File: config.mk
export PLATFORM = sky130hd
export DESIGN_NAME = uart_rx_ctrl
export DESIGN_NICKNAME = d
export VERILOG_FILES = /design/src/rtl/uart_rx_ctrl.sv
export SDC_FILE = /design/constraint.sdc
export NUM_CORES = 1
export LEC_CHECK = 0
export BUFFER_PORTS_ARGS = -buffer_cell sky130_fd_sc_hd__clkbuf_2
export CAP_MARGIN = 20
export CORE_MARGIN = 3
export CORE_UTILIZATION = 55
export DETAILED_ROUTE_END_ITERATION = 12
export GPL_TIMING_DRIVEN = 0
export PLACE_DENSITY = 0.77
export RECOVER_POWER = 50
export SYNTH_ARGS = -nofsm -noshare
export SYNTH_HDL_FRONTEND = slang
export SYNTH_SLANG_ARGS = --single-unit
File: constraint.sdc
create_clock -name clk -period 2.3 [get_ports clk]
set_input_delay 0.115 -clock clk [delete_from_list [all_inputs] [get_ports clk]]
set_output_delay 0.115 -clock clk [all_outputs]
set_load 0.1 [all_outputs]
File: src/rtl/uart_rx_ctrl.sv
// UART receive controller: frame sequencing FSM that drives strobes to an
// external shift register / output register and manages byte handshaking.
module uart_rx_ctrl #(
    parameter int BAUD_DIV  = 434,
    parameter int DATA_BITS = 8
) (
    input  logic       clk,
    input  logic       reset,
    input  logic       rx,
    input  logic       rx_ready,
    output logic       shift_en,
    output logic       load_en,
    output logic [3:0] bit_count,
    output logic       rx_valid,
    output logic       busy,
    output logic       frame_err,
    output logic       overrun
);

    localparam int CNT_W  = $clog2(BAUD_DIV);
    localparam int DCNT_W = $clog2(DATA_BITS + 1);

    localparam logic [CNT_W-1:0]  HALF_M1   = CNT_W'(BAUD_DIV / 2 - 1);
    localparam logic [CNT_W-1:0]  FULL_M1   = CNT_W'(BAUD_DIV - 1);
    localparam logic [DCNT_W-1:0] LAST_BIT  = DCNT_W'(DATA_BITS - 1);
    localparam logic [3:0]        STOP_CNT  = 4'(DATA_BITS + 2);

    localparam logic [2:0] ST_IDLE  = 3'd0;
    localparam logic [2:0] ST_START = 3'd1;
    localparam logic [2:0] ST_DATA  = 3'd2;
    localparam logic [2:0] ST_STOP  = 3'd3;
    localparam logic [2:0] ST_BREAK = 3'd4;

    logic [2:0]        state_reg, state_next;
    logic [CNT_W-1:0]  baud_cnt_reg, baud_cnt_next;
    logic [DCNT_W-1:0] data_cnt_reg, data_cnt_next;
    logic              rx_valid_reg, rx_valid_next;

    logic baud_done;
    logic half_done;
    logic shift_raw;
    logic load_raw;
    logic ferr_raw;
    logic overrun_raw;
    logic accept;
    logic busy_raw;
    logic [3:0] bit_count_raw;

    assign baud_done = (baud_cnt_reg == FULL_M1);
    assign half_done = (baud_cnt_reg == HALF_M1);

    // Strobes are pure decodes of registered state so they align with the
    // sample point without an extra cycle of latency.
    assign shift_raw   = (state_reg == ST_DATA) && baud_done;
    assign load_raw    = (state_reg == ST_STOP) && baud_done && rx;
    assign ferr_raw    = (state_reg == ST_STOP) && baud_done && !rx;
    assign accept      = rx_valid_reg && rx_ready;
    assign overrun_raw = load_raw && rx_valid_reg && !rx_ready;

    always_comb begin
        state_next    = state_reg;
        data_cnt_next = data_cnt_reg;
        // Saturating count keeps the idle/break counters from wrapping.
        baud_cnt_next = baud_done ? baud_cnt_reg : baud_cnt_reg + 1'b1;

        case (state_reg)
            ST_IDLE: begin
                data_cnt_next = '0;
                if (!rx) begin
                    state_next = ST_START;
                end
            end
            ST_START: begin
                if (half_done) begin
                    state_next = rx ? ST_IDLE : ST_DATA;
                end
            end
            ST_DATA: begin
                if (baud_done) begin
                    data_cnt_next = data_cnt_reg + 1'b1;
                    baud_cnt_next = '0;
                    if (data_cnt_reg == LAST_BIT) begin
                        state_next = ST_STOP;
                    end
                end
            end
            ST_STOP: begin
                if (baud_done) begin
                    state_next = rx ? ST_IDLE : ST_BREAK;
                end
            end
            ST_BREAK: begin
                if (rx) begin
                    state_next = ST_IDLE;
                end
            end
            default: begin
                state_next = ST_IDLE;
            end
        endcase

        if (state_next != state_reg) begin
            baud_cnt_next = '0;
        end
    end

    // A fresh load always wins over a simultaneous acceptance.
    always_comb begin
        rx_valid_next = rx_valid_reg;
        if (load_raw) begin
            rx_valid_next = 1'b1;
        end else if (accept) begin
            rx_valid_next = 1'b0;
        end
    end

    always_ff @(posedge clk) begin
        if (reset) begin
            state_reg    <= ST_IDLE;
            baud_cnt_reg <= '0;
            data_cnt_reg <= '0;
            rx_valid_reg <= 1'b0;
        end else begin
            state_reg    <= state_next;
            baud_cnt_reg <= baud_cnt_next;
            data_cnt_reg <= data_cnt_next;
            rx_valid_reg <= rx_valid_next;
        end
    end

    always_comb begin
        bit_count_raw = 4'd0;
        busy_raw      = 1'b0;
        case (state_reg)
            ST_START: begin
                bit_count_raw = 4'd1;
                busy_raw      = 1'b1;
            end
            ST_DATA: begin
                bit_count_raw = 4'(data_cnt_reg) + 4'd2;
                busy_raw      = 1'b1;
            end
            ST_STOP: begin
                bit_count_raw = STOP_CNT;
                busy_raw      = 1'b1;
            end
            default: begin
                bit_count_raw = 4'd0;
                busy_raw      = 1'b0;
            end
        endcase
    end

    // Outputs are forced low while reset is held so an abandoned frame
    // can never emit a strobe in the reset cycle.
    assign shift_en  = shift_raw && !reset;
    assign load_en   = load_raw && !reset;
    assign frame_err = ferr_raw && !reset;
    assign overrun   = overrun_raw && !reset;
    assign rx_valid  = rx_valid_reg && !reset;
    assign busy      = busy_raw && !reset;
    assign bit_count = reset ? 4'd0 : bit_count_raw;

endmodule

==> results.cfg <==
[clocking]
cts_hold_buf = 0
cts_tree = done
cts_max_level = 1
cts_made_buffers = 3
cts_root_buf = clkbuf_4
clkTransAtPathRegs_ns = 0.11
worst_skew_pair.late_latency_ns = 0.30
clkSinkCount = 17
clockBufferDepth = 2

[grt]
grt_start_max_net_pins = 11
grt-ovfl-total = 0
grt_use_total_pct = 20.2
grt_pass1_wl_um = 3920
antenna_found_initial = 0
grt_pass1_vias = 906

[critical_path]
regToRegStartpoint = baud_cnt_reg[1]$_SDFF_PP0_
end_kind = flop
crit_slowest_cell = or4b_1
r2r_slack_ns = 0.15
worstPathRequired_ns = 2.53
reg2reg_depth = 8
path_max_fanout = 7
setup.worst_path.start = baud_cnt_reg[1]$_SDFF_PP0_
startpoint_type = flop
arrival_ns = 2.38
critical_path_buf_inv_count = 3
critical_path.top_delay_family = simple AND/OR/NAND/NOR gates
criticalPathCategory = flop to flop
max_stage_delay_ns = 0.51
path_cells = inv_1 > ha_1 > and4bb_4 > and4_4 > buf_6 > or4b_1 > buf_2 > a211oi_2
worstReg2RegEnd = baud_cnt_reg[0]$_SDFF_PP0_

[yosys]
async_flop_share_pct = 0
synth.net_count = 137
synth-seq-cells = 17
synth_edf_count = 0
synthFlopType = dfxtp_1
synth_seq_area_share_pct = 32.5
yosysUniqueCellTypes = 36
yosys_warnings = 0
syn-cell-area_mm2 = 0.00105
syn_inst = 127
syn_area_per_cell_um2 = 8.26

[drt]
wire_per_inst_um = 13.0
m1WireLength_um = 1070
wl_um = 2190
drc = 0
detail-route-antenna-nets = 0
topRoutingLayerUsed = met4
drt_pass1_iterations = 4
vias_per_cell = 5.69
num_vias = 961
drt-initial-drc-count = 19
met3WireLength_um = 45
wl_met2_um = 1030

[timing]
holdWs_ns = 0.0792
max_slew.worst_pin.slew_ns = 1.16
max_freq_mhz = 465
setup_viol = 0
min_period_ns = 2.15
slew_viol_final = 0
min_period_over_period_pct = 93.5
rsz0062_at_grt = false
setup_ws_ns = 0.150
tns_ns = 0
slew_headroom_pct = 23.1
clock_skew_ns = 0.00303
hold_violations = 0

[finish]
nets = 155
fillerInstances = 169
largest_reg_flops = 9
layout_commonest_cell = dfxtp_1
area_growth_pct = 14.6
final_cell_mix = dfxtp_1, nor2_1, a21oi_1
drive_gt1_share_pct = 21.5
antenna_cells = 0

[worst_hold_path]
min_from = rx
min_to = state_reg[2]$_SDFF_PP0_
hp-class = primary input to flop
hold_path_depth = 2

[floorplanning]
dieArea_mm2 = 0.00247
io_pins = 14
start_util_pct = 59.4
die_w_um = 49.7
rows = 15
chipHeight_um = 49.7
coreArea_mm2 = 0.00176

[placement]
place_ws_ns = 0.183
gp_congestion = 0.832
dp_hpwl_um = 1630
io_buffer_count = 13

[power]
power_density_mw_per_mm2 = 449
p_leak_nw = 0.448
peakVddDrop_mv = 0.318

[run]
drv_cap = 0

[outcome]
outcome = finished clean
[metal layers]
metal | global-route usage, % | up-vias
met3 | 2.72 | 5
met5 | 0 | -
met2 | 33.9 | 13
met4 | 10.1 | 0
met1 | 25.0 | 458
li1 | - | 485
[metrics by stage]
| step | utilization, % | cells | area, um2 | total power, W |
|---|---|---|---|---|
| 2_1_floorplan | - | 127 | 1070 | 0.000364 |
| 3_3_place_gp | 66.0 | 165 | 1160 | 0.000376 |
| 3_5_place_dp | 66.0 | 165 | 1160 | 0.000379 |
| 4_1_cts | 67.8 | 169 | 1200 | 0.000543 |
| 5_1_grt | 68.1 | 169 | 1200 | 0.000562 |
| 6_report | 68.1 | 169 | 1200 | 0.000539 |
[how the worst max path moves through the flow]
stage | slack [ns] | endpoint | cells past startpoint
2_1_floorplan | -0.08 | bit_count[1] | 4
3_3_place_gp | 0.23 | baud_cnt_reg[0]$_SDFF_PP0_ | 8
3_5_place_dp | 0.18 | baud_cnt_reg[0]$_SDFF_PP0_ | 8
4_1_cts | 0.05 | load_en | 8
5_1_grt | 0.03 | baud_cnt_reg[0]$_SDFF_PP0_ | 8
6_report | 0.15 | baud_cnt_reg[0]$_SDFF_PP0_ | 8
[timing repair]
item	CTS	global route
buffers inserted	0	0
endpoints found under the setup margin	2	4
gates resized for setup	2	6
endpoints found under the hold margin	0	0
[report_power, final]
part | internal, W | total, W | leakage (nW) | switching, W
Clock | 0.0000648 | 0.000167 | 0.0177 | 0.000102
Combinational | 0.0000228 | 0.0000690 | 0.292 | 0.0000462
Sequential | 0.000299 | 0.000303 | 0.138 | 0.00000380
[cell families after synthesis]
family | share of synthesized area (%)
AOI/OAI and AO/OA | 11.9
adders and majority gates | 7.16
xor gates and xnor gates | 5.85
muxes | 0.955
and+or+nand+nor | 36.0
buffers and inverters | 5.61
DFF | 32.5
[area by class of cell]
| type | instances | area [um2] | share of cell area, % |
|---|---|---|---|
| plain buffers | 6 | 40.0 | 3.33 |
| clock buffers | 3 | 22.5 | 1.88 |
| clock inverters | 1 | 5.00 | 0.417 |
| inverters | 5 | 18.8 | 1.56 |
| multi-input cells | 99 | 669 | 55.7 |
| flip-flops and latches | 17 | 340 | 28.3 |
| well taps | 25 | 31.3 | 2.60 |
| repair buffers | 13 | 73.8 | 6.15 |
[cell usage after synthesis (all sizes together) (3+ instances only)]
cell type / count / area, um2
or3: 5 / 31.3
nand2: 6 / 22.5
nand3: 8 / 40.0
nor2: 15 / 56.3
nor3: 4 / 20.0
nand4: 3 / 18.8
a21oi: 10 / 50.1
xor2: 4 / 35.0
xnor2: 3 / 26.3
nand2b: 4 / 25.0
ha: 6 / 75.1
buf: 4 / 32.5
nand3b: 4 / 30.0
inv: 5 / 18.8
nor4: 3 / 18.8
dfxtp: 17 / 340
Power figures use the tool's default switching activity.
